**src/rtl/uart_fifo_ctrl.sv**
```systemverilog
// Full-duplex UART with TX/RX FIFOs, stop-bit checking and sticky error flags.
// Optional parity (even by default, PARITY_ODD selects odd) is enabled by UART_PARITY_EN.
module uart_fifo_ctrl #(
  parameter int DATA_BITS  = 8,
  parameter int OVERSAMPLE = 8,
  parameter int FIFO_DEPTH = 4
`ifdef UART_PARITY_EN
  , parameter bit PARITY_ODD = 1'b0
`endif
) (
  input  logic                 uart_clk,
  input  logic                 reset,
  input  logic                 uart_rx,
  output logic                 uart_tx,
  input  logic [DATA_BITS-1:0] tx_data,
  input  logic                 tx_write,
  output logic                 tx_full,
  output logic                 tx_idle,
  output logic [DATA_BITS-1:0] rx_data,
  output logic                 rx_valid,
  input  logic                 rx_read,
  output logic                 rx_overrun,
  output logic                 rx_frame_err,
  output logic                 rx_parity_err,
  input  logic                 err_clear
);

  localparam int TW = $clog2(OVERSAMPLE);
  localparam int PW = $clog2(FIFO_DEPTH);
  localparam int CW = PW + 1;
  localparam int BW = $clog2(DATA_BITS);
  localparam logic [TW-1:0] T_LAST = TW'(OVERSAMPLE - 1);
  localparam logic [TW-1:0] T_HALF = TW'(OVERSAMPLE / 2 - 1);
  localparam logic [BW-1:0] B_LAST = BW'(DATA_BITS - 1);
  localparam logic [CW-1:0] DEPTH  = CW'(FIFO_DEPTH);

  typedef enum logic [2:0] {
    TX_IDLE, TX_START, TX_DATA,
`ifdef UART_PARITY_EN
    TX_PARITY,
`endif
    TX_STOP
  } tx_state_t;

  typedef enum logic [2:0] {
    RX_IDLE, RX_DATA,
`ifdef UART_PARITY_EN
    RX_PARITY,
`endif
    RX_STOP, RX_WAIT_HIGH
  } rx_state_t;

  // ---------------- transmit side ----------------
  logic [DATA_BITS-1:0] tx_mem [FIFO_DEPTH];
  logic [PW-1:0]        tx_wr, tx_rd;
  logic [CW-1:0]        tx_cnt;
  logic                 tx_push, tx_pop;
  tx_state_t            tx_state;
  logic [TW-1:0]        tx_timer;
  logic [BW-1:0]        tx_bitc;
  logic [DATA_BITS-1:0] tx_shift;

  assign tx_full = (tx_cnt == DEPTH);
  assign tx_idle = (tx_state == TX_IDLE) && (tx_cnt == '0);
  // A frame is loaded from IDLE or straight out of the last stop-bit cycle.
  assign tx_pop  = (tx_cnt != '0) &&
                   ((tx_state == TX_IDLE) || (tx_state == TX_STOP && tx_timer == T_LAST));
  assign tx_push = tx_write && (!tx_full || tx_pop);

  always_ff @(posedge uart_clk) begin
    if (tx_push) tx_mem[tx_wr] <= tx_data;
  end

  always_ff @(posedge uart_clk or posedge reset) begin
    if (reset) begin
      tx_wr  <= '0;
      tx_rd  <= '0;
      tx_cnt <= '0;
    end else begin
      if (tx_push) tx_wr <= tx_wr + PW'(1);
      if (tx_pop)  tx_rd <= tx_rd + PW'(1);
      tx_cnt <= tx_cnt + CW'(tx_push) - CW'(tx_pop);
    end
  end

  always_ff @(posedge uart_clk or posedge reset) begin
    if (reset) begin
      tx_state <= TX_IDLE;
      tx_timer <= '0;
      tx_bitc  <= '0;
      tx_shift <= '0;
      uart_tx  <= 1'b1;
    end else begin
      case (tx_state)
        TX_IDLE: begin
          tx_timer <= '0;
          if (tx_pop) begin
            tx_shift <= tx_mem[tx_rd];
            uart_tx  <= 1'b0;
            tx_state <= TX_START;
          end
        end
        TX_START: begin
          tx_timer <= tx_timer + TW'(1);
          if (tx_timer == T_LAST) begin
            tx_timer <= '0;
            tx_bitc  <= '0;
            uart_tx  <= tx_shift[0];
            tx_state <= TX_DATA;
          end
        end
        TX_DATA: begin
          tx_timer <= tx_timer + TW'(1);
          if (tx_timer == T_LAST) begin
            tx_timer <= '0;
            if (tx_bitc == B_LAST) begin
`ifdef UART_PARITY_EN
              uart_tx  <= (^tx_shift) ^ PARITY_ODD;
              tx_state <= TX_PARITY;
`else
              uart_tx  <= 1'b1;
              tx_state <= TX_STOP;
`endif
            end else begin
              tx_bitc <= tx_bitc + BW'(1);
              uart_tx <= tx_shift[tx_bitc + BW'(1)];
            end
          end
        end
`ifdef UART_PARITY_EN
        TX_PARITY: begin
          tx_timer <= tx_timer + TW'(1);
          if (tx_timer == T_LAST) begin
            tx_timer <= '0;
            uart_tx  <= 1'b1;
            tx_state <= TX_STOP;
          end
        end
`endif
        TX_STOP: begin
          tx_timer <= tx_timer + TW'(1);
          if (tx_timer == T_LAST) begin
            tx_timer <= '0;
            if (tx_pop) begin
              tx_shift <= tx_mem[tx_rd];
              uart_tx  <= 1'b0;
              tx_state <= TX_START;
            end else begin
              tx_state <= TX_IDLE;
            end
          end
        end
        default: tx_state <= TX_IDLE;
      endcase
    end
  end

  // ---------------- receive side ----------------
  logic                 rx_s1, rx_s2;
  rx_state_t            rx_state;
  logic [TW-1:0]        rx_timer;
  logic [BW-1:0]        rx_bitc;
  logic [DATA_BITS-1:0] rx_shift;
  logic [DATA_BITS-1:0] rx_mem [FIFO_DEPTH];
  logic [PW-1:0]        rx_wr, rx_rd;
  logic [CW-1:0]        rx_cnt;
  logic                 rx_done, rx_push, rx_pop, rx_accept, ovr_set, fe_set;

  assign rx_done   = (rx_state == RX_STOP) && (rx_timer == T_LAST);
  assign rx_push   = rx_done && rx_s2;
  assign fe_set    = rx_done && !rx_s2;
  assign rx_valid  = (rx_cnt != '0);
  assign rx_pop    = rx_read && rx_valid;
  assign rx_accept = rx_push && ((rx_cnt != DEPTH) || rx_pop);
  assign ovr_set   = rx_push && !rx_accept;
  assign rx_data   = rx_mem[rx_rd];

  always_ff @(posedge uart_clk or posedge reset) begin
    if (reset) begin
      rx_s1 <= 1'b1;
      rx_s2 <= 1'b1;
    end else begin
      rx_s1 <= uart_rx;
      rx_s2 <= rx_s1;
    end
  end

  // In IDLE the bit timer doubles as the consecutive-low counter.
  always_ff @(posedge uart_clk or posedge reset) begin
    if (reset) begin
      rx_state <= RX_IDLE;
      rx_timer <= '0;
      rx_bitc  <= '0;
      rx_shift <= '0;
    end else begin
      case (rx_state)
        RX_IDLE: begin
          if (rx_s2) begin
            rx_timer <= '0;
          end else if (rx_timer == T_HALF) begin
            rx_timer <= '0;
            rx_bitc  <= '0;
            rx_state <= RX_DATA;
          end else begin
            rx_timer <= rx_timer + TW'(1);
          end
        end
        RX_DATA: begin
          rx_timer <= rx_timer + TW'(1);
          if (rx_timer == T_LAST) begin
            rx_timer <= '0;
            rx_shift <= {rx_s2, rx_shift[DATA_BITS-1:1]};
            rx_bitc  <= rx_bitc + BW'(1);
`ifdef UART_PARITY_EN
            if (rx_bitc == B_LAST) rx_state <= RX_PARITY;
`else
            if (rx_bitc == B_LAST) rx_state <= RX_STOP;
`endif
          end
        end
`ifdef UART_PARITY_EN
        RX_PARITY: begin
          rx_timer <= rx_timer + TW'(1);
          if (rx_timer == T_LAST) begin
            rx_timer <= '0;
            rx_state <= RX_STOP;
          end
        end
`endif
        RX_STOP: begin
          rx_timer <= rx_timer + TW'(1);
          if (rx_timer == T_LAST) begin
            rx_timer <= '0;
            rx_state <= rx_s2 ? RX_IDLE : RX_WAIT_HIGH;
          end
        end
        RX_WAIT_HIGH: begin
          rx_timer <= '0;
          if (rx_s2) rx_state <= RX_IDLE;
        end
        default: rx_state <= RX_IDLE;
      endcase
    end
  end

  always_ff @(posedge uart_clk or posedge reset) begin
    if (reset) begin
      for (int unsigned i = 0; i < FIFO_DEPTH; i++) rx_mem[i] <= '0;
      rx_wr        <= '0;
      rx_rd        <= '0;
      rx_cnt       <= '0;
      rx_overrun   <= 1'b0;
      rx_frame_err <= 1'b0;
    end else begin
      if (rx_accept) begin
        rx_mem[rx_wr] <= rx_shift;
        rx_wr         <= rx_wr + PW'(1);
      end
      if (rx_pop) rx_rd <= rx_rd + PW'(1);
      rx_cnt       <= rx_cnt + CW'(rx_accept) - CW'(rx_pop);
      rx_overrun   <= ovr_set | (rx_overrun & ~err_clear);
      rx_frame_err <= fe_set | (rx_frame_err & ~err_clear);
    end
  end

`ifdef UART_PARITY_EN
  logic pe_set;
  assign pe_set = (rx_state == RX_PARITY) && (rx_timer == T_LAST) &&
                  (rx_s2 != ((^rx_shift) ^ PARITY_ODD));

  always_ff @(posedge uart_clk or posedge reset) begin
    if (reset) rx_parity_err <= 1'b0;
    else       rx_parity_err <= pe_set | (rx_parity_err & ~err_clear);
  end
`else
  assign rx_parity_err = 1'b0;
`endif

endmodule

```
**config.mk**
```make
export PLATFORM = sky130hd
export DESIGN_NAME = uart_fifo_ctrl
export DESIGN_NICKNAME = d
export VERILOG_FILES = /design/src/rtl/uart_fifo_ctrl.sv
export SDC_FILE = /design/constraint.sdc
export NUM_CORES = 1
export LEC_CHECK = 0
export BUFFER_PORTS_ARGS = -buffer_cell sky130_fd_sc_hd__buf_2
export CORE_ASPECT_RATIO = 1.75
export CORE_MARGIN = 5
export CORE_UTILIZATION = 61
export CTS_CLUSTER_DIAMETER = 50
export DETAILED_ROUTE_END_ITERATION = 8
export PLACE_DENSITY = 0.8
export REMOVE_ABC_BUFFERS = 1
export SLEW_MARGIN = 40
export SYNTH_ARGS = -nofsm -noshare
export SYNTH_HDL_FRONTEND = slang
export SYNTH_SLANG_ARGS = --single-unit
```
**constraint.sdc**
```tcl
create_clock -name uart_clk -period 3.55 [get_ports uart_clk]
set_input_delay 0.1775 -clock uart_clk [delete_from_list [all_inputs] [get_ports uart_clk]]
set_output_delay 0.1775 -clock uart_clk [all_outputs]
set_load 0.05 [all_outputs]
```
# Yosys cells after proc, flatten, opt, wreduce, memory -nomap -nowiden
# Memory sizes are Yosys's and may differ from the RTL's.
# Index checks and enable logic that the tools add are counted.
word_totals:
  output_inout_bits: 15
  in_bits: 14
  elab_cells: 157
  mem_bits_rw: 32
  ff_bits: 85
  n_memories: 1
mem_list:
  columns: ["name", "depth", "width", "rd", "rd_clocked_by_memory_dff", "write_ports", "line_no", "rtl"]
  rows:
  - ["tx_mem", 4, 8, 1, 0, 1, "54", "logic [DATA_BITS-1:0] tx_mem [FIFO_DEPTH];"]
op_classes:
  order_cmp: 4
  n_eq_ne: 25
  addsub: 12
  n_mux: 48
  bitwise_logic: 7
  reduce_logical: 37
op_table:
  columns: ["operator", "count"]
  rows:
  - ["2-to-1 mux 3 bit", 21]
  - ["2-to-1 mux 8 bit", 5]
  - ["bitwise mux 32 bit", 1]
  - ["case mux 3 bit (4 select lines)", 2]
  - ["inequality test 2 bit (second input constant)", 10]
  - ["case mux 3 bit (2 select lines)", 3]
  - ["binary-select mux 8 bit (select 2 bit)", 1]
  - ["demux 8 bit (select 2 bit)", 1]
  - ["case mux 8 bit (2 select lines)", 1]
  - ["equality test 3 x 2 -> 1 bit (second input constant)", 5]
  - ["equality test 3 bit (second input constant)", 5]
  - ["adder 3 x 1 -> 3 bit (second input constant)", 4]
  - ["AND reduction 4 bit", 3]
  - ["logical AND 1 bit", 11]
  - ["zero test 3 bit", 3]
  - ["2-to-1 mux 1 bit", 9]
  - ["case mux 3 bit (3 select lines)", 1]
  - ["nonzero test 3 bit", 3]
  - ["adder 2 x 1 -> 2 bit (second input constant)", 4]
  - ["nonzero test 2 bit", 4]
  - ["adder 3 x 1 -> 3 bit", 2]
  - ["equality test 3 x 1 -> 1 bit (second input constant)", 2]
  - ["greater-or-equal comparator 3 bit (second input constant)", 2]
  - ["inverter 2 -> 3 bit", 2]
  - ["19 further kinds", 28]

# Depth between registers and ports, before layout
# Gate-level depths: netlist of the first run.
depth:
  ltp_word: 8
  mapped_depth: 13
  depth_no_buf: 12

# Worst setup path after synthesis of the first run
# No wires, ideal clock.
synth_timing:
  path_kind: "register to register"
  startpoint: "reg tx_cnt[1]"
  endpoint: "reg tx_cnt[2]"
  arrival_time_ns: 2.880
  setup_slack_ns: 0.548
  path_stages_with_launch: 8
  setup_time_ns: 0.123
  cell_sequence: "dfrtp_1 -> nor3b_1 -> a21boi_1 -> inv_1 -> o21ai_0 -> ha_1 -> fa_1 -> xnor2_1"
synth_between:
  elab_chain_cells: 6
  elab_cells_between_ends: 8
synth_rtl:
  columns: ["element", "line_no", "rtl"]
  rows:
  - ["start, declared", "56", "logic [CW-1:0] tx_cnt;"]
  - ["start signal, assigned", "82", "tx_cnt <= tx_cnt + CW'(tx_push) - CW'(tx_pop);"]
  - ["equality test 3 bit", "63", "assign tx_full = (tx_cnt == DEPTH);"]
  - ["named net tx_full", "17", "output logic tx_full,"]
  - ["zero test 1 bit", "68", "assign tx_push = tx_write && (!tx_full || tx_pop);"]
  - ["logical OR 1 bit", "68", null]
  - ["logical AND 1 bit", "68", null]
  - ["adder 3 x 1 -> 3 bit", "82", null]
  - ["subtractor 3 x 1 -> 3 bit", "82", null]
# The timed path passes the listed nets, and every way through them passes these cells.
# A chain may end at the register's enable or synchronous reset.

# Worst setup path in the final report of the first run
layout_timing:
  startpoint: "reg rx_timer[0]"
  endpoint: "reg rx_cnt[2]"
layout_between:
  elab_chain_cells: 6
layout_rtl:
  columns: ["element", "line_no", "rtl"]
  rows:
  - ["start, declared", "161", "logic [TW-1:0] rx_timer;"]
  - ["start signal, assigned", "205", "rx_timer <= rx_timer + TW'(1);"]
  - ["start signal, assigned", "209", "rx_timer <= rx_timer + TW'(1);"]
  - ["start signal, assigned", "231", "rx_timer <= rx_timer + TW'(1);"]
  - ["equality test 3 bit", "169", "assign rx_done = (rx_state == RX_STOP) && (rx_timer == T_LAST);"]
  - ["logical AND 1 bit", "169", null]
  - ["logical AND 1 bit", "170", "assign rx_push = rx_done && rx_s2;"]
  - ["logical AND 1 bit", "174", "assign rx_accept = rx_push && ((rx_cnt != DEPTH) || rx_pop);"]
  - ["adder 3 x 1 -> 3 bit", "260", "rx_cnt <= rx_cnt + CW'(rx_accept) - CW'(rx_pop);"]
  - ["subtractor 3 x 1 -> 3 bit", "260", null]
  - ["end signal, assigned", "260", null]
  - ["end, declared", "166", "logic [CW-1:0] rx_cnt;"]
# Every way passes these cells.

==> results.toml, run 1 <==
[power]
ir_drop_v = 0.0004556
p_leak_nw = 2.935
power.density_nw_per_um2 = 627.4
p_total_mw = 3.987

[yosys]
synth.area.mux_share = 0.2097
synth_top_area_frac = 0.3692
synth_top_family_by_area = "multiplexers"
yosysMostFrequentCell = "dfrtp_1"
yosysSeqAreaShare = 0.5609
synth_xor_area_frac = 0.01615
yosys.area.top_type = "dfrtp_1"
syn-instance-count = 353
synthTopCellsByCount = "dfrtp_1, edfxtp_1, mux2_4, ha_1, inv_1"
ys_top_cells_by_area = "dfrtp_1, edfxtp_1, mux2_4"
synth_cell_types = 46
ys_ff_latch = 115
synth-simple-area-share = 0.06068
ys_async_sr_fraction = 0.7217
synth-compound-area-share = 0.04845
syn_area_um2 = 5423
yosys_warnings = 0
syn_area_per_cell_um2 = 15.36
ys.flop_type = "dfrtp_1"
synth_edf_count = 32
synthAdderAreaFrac = 0.07660

[hold_path]
holdCritPathClass = "input pin to flop"

[global_routing]
antenna_found_initial = 0
grt_usage = 0.2038
grt_pass1_wl_um = 16440
grt_max_degree = 46
grt_pass1_vias = 3302
grt_overflow = 0

[timing]
slew_headroom = 0.5084
slew_viol_final = 0
timing.final.crit_share = 0.7244
fmax_mhz = 388.9
grt_setup_unrepaired = "false"
setup_viol = 0
worst_slew_pin_slew_ns = 0.7347
setup_tns_ns = 0
holdWs_ns = 0.01374
period_minus_slack_ns = 2.572
fin_worst_skew_ns = 0.005840
finalHoldViolations = 0

[finish]
drive_gt1_frac = 0.3317
syn_to_final_growth_pct = 17.19
nets = 446
antenna_cells = 0
fin_cells = 530
design_area_um2 = 6355
fill_cells = 590

[floorplan]
dieArea_um2 = 10950
core_area_um2 = 8671
start_util = 0.6254
num_rows = 45
io_pins = 29
die_x_um = 81.27
fp.dieH_um = 134.7

[cts]
cts_root_buf = "clkbuf_16"
numCtsBuffers = 17
clkLatencyLatePin_ns = 0.41
clk_pin_slew_ns = 0.05
cts_tree = "yes"
ctsResizeCount = 0
cts_max_path_buffers = 2
h-tree-depth = 4
cts.sinks = 115

[outcome]
status = "finished clean"

[critical_path]
critical_path.max_fanout = 11
worstPathArrival_ns = 2.86
startpoint_type = "flop"
cp.required_ns = 3.84
critPathKind = "flop to flop"
cp-end-kind = "flop"

[placement]
gp_congestion = 0.7661
dp_cells = 489
placed_area_um2 = 5668
io_buffers = 27
hpwl_um = 6380

[drt]
ant_nets = 0
drc = 0
wire_per_inst_um = 18.33
viasPerCell = 5.613
first_iter_violations = 101
wirelength_um = 9716
vias = 2975
firstDrtPassIters = 4

[flow_run]
drv_cap = 0
-- final timing paths --
check / startpoint / to / slack [ns] / cells after the start
max in group asynchronous: reset / rx_wr[0] / 2.10 / 4
hold reg to reg: rx_s1 / rx_s2 / 0.36 / 0
min in group asynchronous: reset / rx_mem[26] / 0.42 / 3
setup / recovery: rx_timer[0] / rx_cnt[2] / 0.98 / 12
hold / removal: tx_data[7] / tx_mem[1][7] / 0.01 / 1
setup reg to reg: rx_timer[0] / rx_cnt[2] / 0.98 / 12
-- registers in the layout, indices dropped and copies added, names as in the netlist, 3 cells and up --
register  flops
tx_bitc       3
rx_mem       32
tx_shift      8
tx_timer      3
tx_mem       32
rx_shift      8
rx_bitc       3
rx_cnt        3
rx_timer      3
tx_cnt        3
-- worst max-delay path, stage by stage, from the launching register on --
cell     delay [ns]
dfrtp_1        0.34
ha_1           0.19
ha_1           0.40
nand3_1        0.17
nor2b_2        0.15
inv_1          0.05
ha_1           0.26
inv_1          0.05
ha_1           0.13
inv_1          0.05
fa_1           0.37
xnor2_1        0.14
xnor2_1        0.13
-- where the power goes --
group          switching (mW)  internal [mW]  total [mW]
logic                   0.325          0.263       0.589
registers               0.148           1.53        1.68
clock network           0.561           1.15        1.72
-- cell usage in the layout, fill, tap and decap left out, types with 5 or more instances in the layout --
cell and n:
and2_1 6, buf_2 27, ha_1 30, dfrtp_1 80, inv_1 23, dlygate4sd3_1 9
mux2_2 19, edfxtp_1 32, clkinv_2 5, mux2i_1 6, mux2_4 32, mux4_2 17
clkbuf_16 17, clkinv_1 5, a22o_1 10, nor2_1 7, nand2b_1 5, nand2_1 9
o21ai_0 12, xnor2_1 7
-- metal layers --
layer | wire length, µm | share of wire | global-route usage
met1 | 3715 | 0.38 | 0.2282
met2 | 5524 | 0.57 | 0.3603
met3 | 292 | 0.030 | 0.05541
met4 | 183 | 0.019 | 0.07707
met5 | 0 | 0 | 0
-- metrics by stage --
stage | util | setup slack [ns]
after detailed placement | 0.6537 | 0.9785
after global placement | 0.6537 | 1.072
final | 0.7329 | 0.9784
after CTS | 0.7329 | 0.9443
after floorplan | - | 0.07061
after global routing | 0.7329 | 0.7311
-- kinds of logic after synthesis --
group	after synthesis
flops	115
mux	74
simple gates	49
compound gates	38
buf+inv	34
fa+ha+maj	32
xor+xnor	10
other cells	1
-- timing repair --
| action | in CTS | in global routing |
|---|---|---|
| hold endpoints to repair | 64 | 0 |
| hold buffers | 9 | 0 |
| setup buffers | 0 | 0 |
-- layout make-up --
cell class,instances,area (µm²),area share
repair buffers,38,240.2,0.03780
flip-flops and latches,115,3042,0.4786
clock inverters,14,167.7,0.02638
well taps,117,146.4,0.02304
multi-input cells,204,2238,0.3522
clock buffers,18,429.2,0.06753
inverters,24,91.34,0.01437
Note: power is estimated with default switching activity, not from simulation.
==> run 2, diff against run 1 <==
ABC_AREA = 1   (was not set)
CORE_UTILIZATION = 55   (was 61)
PLACE_DENSITY = 0.76   (was 0.8)
clock period = 2.2 ns   (was 3.55 ns; I/O delays follow)
==> run 2 against run 1 <==
  * Global-route usage down 0.52 points
  * Hold slack improved by 0.028 ns
  * Wire length up 15%
  * Non-clock buffer count grew 16
  * Maximum frequency increased by 20%
  * Sequential share of layout area down 0.41 points
  * Area after synthesis shrank 1.5%
  * Utilization decreased by 5.5 points
  * Count of clock-buffer cells in the layout rose by 2
  * Worst setup slack worse by 0.93 ns
  * Critical endpoint unchanged
==> results.toml, run 2 <==
[critical_path]
worstPathArrival_ns = 2.43
critical_path.max_fanout = 3
cp.required_ns = 2.48
critPathKind = "flop to flop"
crit_path_max_incr_delay_ns = 0.40
crit_slowest_cell = "dfrtp_1"
critical_path.top_delay_family = "adder cells"
cp-end-kind = "flop"
critical_path.cell_chain = "ha_4 -> ha_2 -> nand4_1 -> ha_1 -> inv_1 -> ha_1 -> inv_1 -> fa_2 -> xnor2_2 -> xor2_1"
startpoint_type = "flop"
worst-path-buf-inv = 2

[cts]
clk_pin_slew_ns = 0.05
clkLatencyLatePin_ns = 0.40
cts_tree = "yes"
cts.sinks = 115
cts_max_path_buffers = 2
h-tree-depth = 4
cts_root_buf = "clkbuf_16"
numCtsBuffers = 17

[placement]
io_buffers = 27
gp_congestion = 0.8427
hpwl_um = 7568
pre_cts_slack_ns = -0.05676

[finish]
mostFrequentLayoutCells = "nand2_1, o21ai_0, dfrtp_1, inv_1, nor2_1"
drive_gt1_frac = 0.1675
fill_cells = 730
multi_input_area_um2 = 2049
nets = 648
final_common_cell = "nand2_1"
syn_to_final_growth_pct = 20.10
top_regs = "rx_mem (32), tx_mem (32)"
regArea_um2 = 3044
antenna_cells = 0

[timing]
fin_ws_ns = 0.04861
setup_tns_ns = 0
finalHoldViolations = 0
slew_headroom = 0.6393
fmax_mhz = 464.8
worst_slew_pin_slew_ns = 0.5411
slew_viol_final = 0
grt_setup_unrepaired = "true"
timing.final.crit_share = 0.9779
fin_worst_skew_ns = 0.007344
period_minus_slack_ns = 2.151
setup_viol = 0

[drt]
ant_nets = 0
viasPerCell = 5.332
wire_per_inst_um = 15.12
firstDrtPassIters = 4
first_iter_violations = 188
drc = 0
wirelength_um = 11140
vias = 3930

[yosys]
synthTopCellsByCount = "nand2_1, o21ai_0, dfrtp_1, inv_1, nor2_1"
syn_area_per_cell_um2 = 9.837
syn_area_um2 = 5341
synth-simple-area-share = 0.1405
yosys.area.top_type = "dfrtp_1"
synthAdderAreaFrac = 0.07777
ys_ff_latch = 115
ys.flop_type = "dfrtp_1"
yosysSeqAreaShare = 0.5695
synth_edf_count = 32
synth.area.mux_share = 0.01476
yosysMostFrequentCell = "nand2_1"
yosys_warnings = 0
synth_top_area_frac = 0.3748
synth-compound-area-share = 0.1291
synth_top_family_by_area = "simple AND/OR/NAND/NOR gates"
syn-instance-count = 543
ys_async_sr_fraction = 0.7217
synth_cell_types = 39
synth_xor_area_frac = 0.01476
ys_top_cells_by_area = "dfrtp_1, edfxtp_1, nand2_1"

[floorplan]
fp.dieH_um = 140.4
start_util = 0.5642
io_pins = 29
dieArea_um2 = 11860
num_rows = 47
die_x_um = 84.50
core_area_um2 = 9468

[global_routing]
antenna_found_initial = 0
grt_pass1_wl_um = 18750
grt_usage = 0.1986
grt_overflow = 0
grt_max_degree = 84
grt_pass1_vias = 4033

[outcome]
status = "finished clean"

[power]
p_total_mw = 8.658
ir_drop_v = 0.0007002
p_leak_nw = 3.064
power.density_nw_per_um2 = 1350

[flow_run]
drv_cap = 0

[hold_path]
holdCritPathClass = "input pin to flop"
run 2: metrics by stage:
step           utilization  std cells  hold slack [ns]  cell area [µm²]
2_1_floorplan            -        529           0.1145             5273
3_3_place_gp        0.5983        690           0.2151             5664
3_5_place_dp        0.5983        690           0.2175             5664
4_1_cts             0.6720        734          0.03004             6362
5_1_grt             0.6775        737          0.06189             6415
6_report            0.6775        737          0.04124             6415
run 2: worst reg2reg max path, stage by stage (launching register included):
cell	delay, ns
dfrtp_1	0.40
ha_4	0.16
ha_2	0.18
nand4_1	0.13
ha_1	0.29
inv_1	0.06
ha_1	0.13
inv_1	0.05
fa_2	0.35
xnor2_2	0.15
xor2_1	0.14
run 2: worst paths after layout:
kind | startpoint | endpoint | slack [ns] | depth (start not counted)
worst min-delay path | rx_read | rx_overrun | 0.04 | 4
worst min register to register | rx_s1 | rx_s2 | 0.37 | 0
worst max register to register | rx_timer[0] | rx_cnt[2] | 0.05 | 10
min in group asynchronous | reset | tx_timer[1] | 0.34 | 4
max in group asynchronous | reset | rx_s1 | 1.50 | 4
worst max-delay path | rx_timer[0] | rx_cnt[2] | 0.05 | 10
run 2: routing by layer:
| layer | wire, µm | track usage | vias up |
|---|---|---|---|
| met3 | 402 | 0.04877 | 27 |
| met2 | 6257 | 0.3647 | 83 |
| met1 | 4216 | 0.2101 | 1905 |
| li1 | - | - | 1915 |
| met5 | 0 | 0 | - |
| met4 | 265 | 0.08924 | 0 |
run 2: timing repair:
action | in CTS | in global routing
hold buffers | 11 | 0
pin swaps | 3 | 3
resized for setup | 3 | 9
setup endpoints to repair | 1 | 3
endpoints found under the hold margin | 115 | 0
buffers inserted | 1 | 3
run 2: kinds of logic (layout without fill, tap and decap cells):
group / after synthesis / in the layout
flip-flops: 115 / 115
AO/OA/AOI/OAI: 122 / 122
adder cells (fa/ha/maj): 32 / 32
multiplexers: 7 / 7
buffers and inverters: 71 / 143
other: 1 / 1
XOR/XNOR: 9 / 9
AND/OR/NAND/NOR: 186 / 186
run 2: power breakdown:
part / switching [mW] / internal (mW)
Combinational: 2.00 / 1.02
Sequential: 0.330 / 2.65
Clock: 0.902 / 1.76
run 2: area by class of cell:
class,instances,share of cell area
timing repair buffer,54,0.05890
multi-input combinational,357,0.3195
sequential,115,0.4745
clock buffer,20,0.06807
inverter,57,0.03355
clock inverter,12,0.02165
tap,122,0.02380
==> run 3, diff against run 2 <==
PLACE_DENSITY = not set   (was 0.76)
PLACE_DENSITY_LB_ADDON = 0.2   (was not set)
==> run 3 against run 2 <==
  * Global-route usage rose by 0.98 points
  * Sequential cell count did not move
  * Final area rose by 0.68%
  * Total power rose by 2.5%
  * Final cell count rose by 0.14%
  * First-iteration DRC count fell by 6.9%
  * Count of clock-buffer cells in the layout fell by 3
  * Critical path type unchanged
==> results.toml, run 3 (synthesis results as in run 2) <==
[outcome]
status = "finished clean"

[cts]
clk_pin_slew_ns = 0.06
numCtsBuffers = 17
cts_max_path_buffers = 2
cts_setup_buffers = 0
cts_tree = "yes"
h-tree-depth = 4
cts.sinks = 115
clkLatencyLatePin_ns = 0.41
cts_root_buf = "clkbuf_16"

[floorplan]
dieArea_um2 = 11860
start_util = 0.5642
io_pins = 29
die_x_um = 84.50
num_rows = 47
core_area_um2 = 9468
fp.dieH_um = 140.4

[global_routing]
grt_pass1_wl_um = 19480
grt_overflow = 0
grt_max_degree = 40
grt_pass1_vias = 4244
top_usage_layer = "met2"
met2_usage = 0.3862
grt_usage = 0.2084
grt_use_met1 = 0.2154
grt_use_met3 = 0.06110
antenna_found_initial = 0

[drt]
wirelength_um = 11370
first_iter_violations = 175
firstDrtPassIters = 4
wire_per_inst_um = 15.41
ant_nets = 0
viasPerCell = 5.350
drc = 0
vias = 3948

[finish]
drive_gt1_frac = 0.1786
syn_to_final_growth_pct = 20.92
antenna_cells = 0
mostFrequentLayoutCells = "nand2_1, o21ai_0, dfrtp_1, inv_1, nor2_1"
top_regs = "rx_mem (32), tx_mem (32)"
nets = 649
final_common_cell = "nand2_1"

[hold_path]
holdCritPathClass = "input pin to flop"

[placement]
gp_congestion = 0.7990
hpwl_um = 7955
io_buffers = 27

[critical_path]
critical_path.cell_chain = "ha_2 -> ha_1 -> nand4_1 -> ha_1 -> inv_1 -> ha_1 -> inv_1 -> fa_2 -> xnor2_2 -> xor2_1"
crit_path_max_incr_delay_ns = 0.36
critical_path.top_delay_family = "adder cells"
crit_slowest_cell = "dfrtp_1"
cp.required_ns = 2.50
cp-end-kind = "flop"
startpoint_type = "flop"
worst-path-buf-inv = 2
worstPathArrival_ns = 2.39
cp_common_cell = "ha_1"
critical_path.max_fanout = 3
critPathKind = "flop to flop"

[power]
p_int_mw = 5.560
power.density_nw_per_um2 = 1374
p_switching_mw = 3.316
p_comb_frac = 0.343
pwr-share-clk = 0.327
p_leak_nw = 3.087
netSwitchingFraction = 0.3736
seqPwrFrac = 0.330
ir_drop_v = 0.0007351

[timing]
fmax_mhz = 477.6
setup_tns_ns = 0
fin_worst_skew_ns = 0.006087
timing.final.crit_share = 0.9517
slew_headroom = 0.6042
period_minus_slack_ns = 2.094
finalHoldViolations = 0
holdWs_ns = 0.01866
worst_slew_pin_slew_ns = 0.5931
setup_viol = 0
slew_viol_final = 0
grt_setup_unrepaired = "true"

[flow_run]
drv_cap = 0
-- run 3: cell count changes in the layout (fill, tap and decap cells not counted), moves of 3 or more --
| cell | change |
|---|---|
| clkinvlp_4 | +3 |
| clkbuf_1 | -3 |
| nor2_1 | -3 |
| nor2_2 | +3 |
| clkinv_1 | -4 |
-- run 3: timing repair --
item	CTS	global route
setup endpoints to repair	0	26
endpoints found under the hold margin	64	0
hold buffers	11	0
resized for setup	0	10
-- run 3: path summary, 6_finish.rpt --
path / start / to / slack (ns) / cells after the start
max reg2reg: rx_timer[0] / rx_cnt[2] / 0.11 / 10
min in group asynchronous: reset / rx_mem[13] / 0.29 / 3
min reg2reg: rx_s1 / rx_s2 / 0.36 / 0
min: rx_read / rx_overrun / 0.02 / 4
max: rx_timer[0] / rx_cnt[2] / 0.11 / 10
max in group asynchronous: reset / uart_tx / 1.24 / 4
-- run 3: worst reg2reg max path, cell delays in order (launching register included) --
cell and delay (ns):
dfrtp_1 0.36, ha_2 0.20, ha_1 0.17, nand4_1 0.11, ha_1 0.29, inv_1 0.05, ha_1 0.13, inv_1 0.05
fa_2 0.35, xnor2_2 0.14, xor2_1 0.14
-- run 3: power by group through the flow --
stage          Sequential (mW)  Combinational (mW)  Clock, mW
5_1_grt                   2.98                3.42       3.06
3_5_place_dp              2.96                2.99          0
6_report                  2.93                3.05       2.90
3_3_place_gp              2.93                2.89          0
2_1_floorplan             2.93                2.15          0
4_1_cts                   2.92                3.04       2.94
-- run 3: per-stage QoR --
stage	std cells	setup slack, ns	util	cell area [µm²]	total power, mW
after floorplan	529	-0.8863	-	5273	5.087
after global placement	695	0.05718	0.6009	5689	5.819
after detailed placement	695	0.02470	0.6009	5689	5.942
after CTS	738	0.01560	0.6793	6431	8.901
after global routing	738	-0.02803	0.6822	6459	9.456
final	738	0.1063	0.6822	6459	8.876
-- run 3: cell type report --
cell class,count,area (µm²)
Clock buffer,17,425.4
Inverter,57,215.2
Fill cell,726,3009
Tap cell,122,152.6
Timing Repair Buffer,55,372.9
Sequential cell,115,3042
Multi-Input combinational cell,357,2044
Clock inverter,15,206.4
-- run 3: layer usage --
metal | up-vias | wire (µm)
li1 | 1927 | -
met1 | 1924 | 4334
met2 | 74 | 6414
met3 | 23 | 405
met4 | 0 | 218
met5 | - | 0
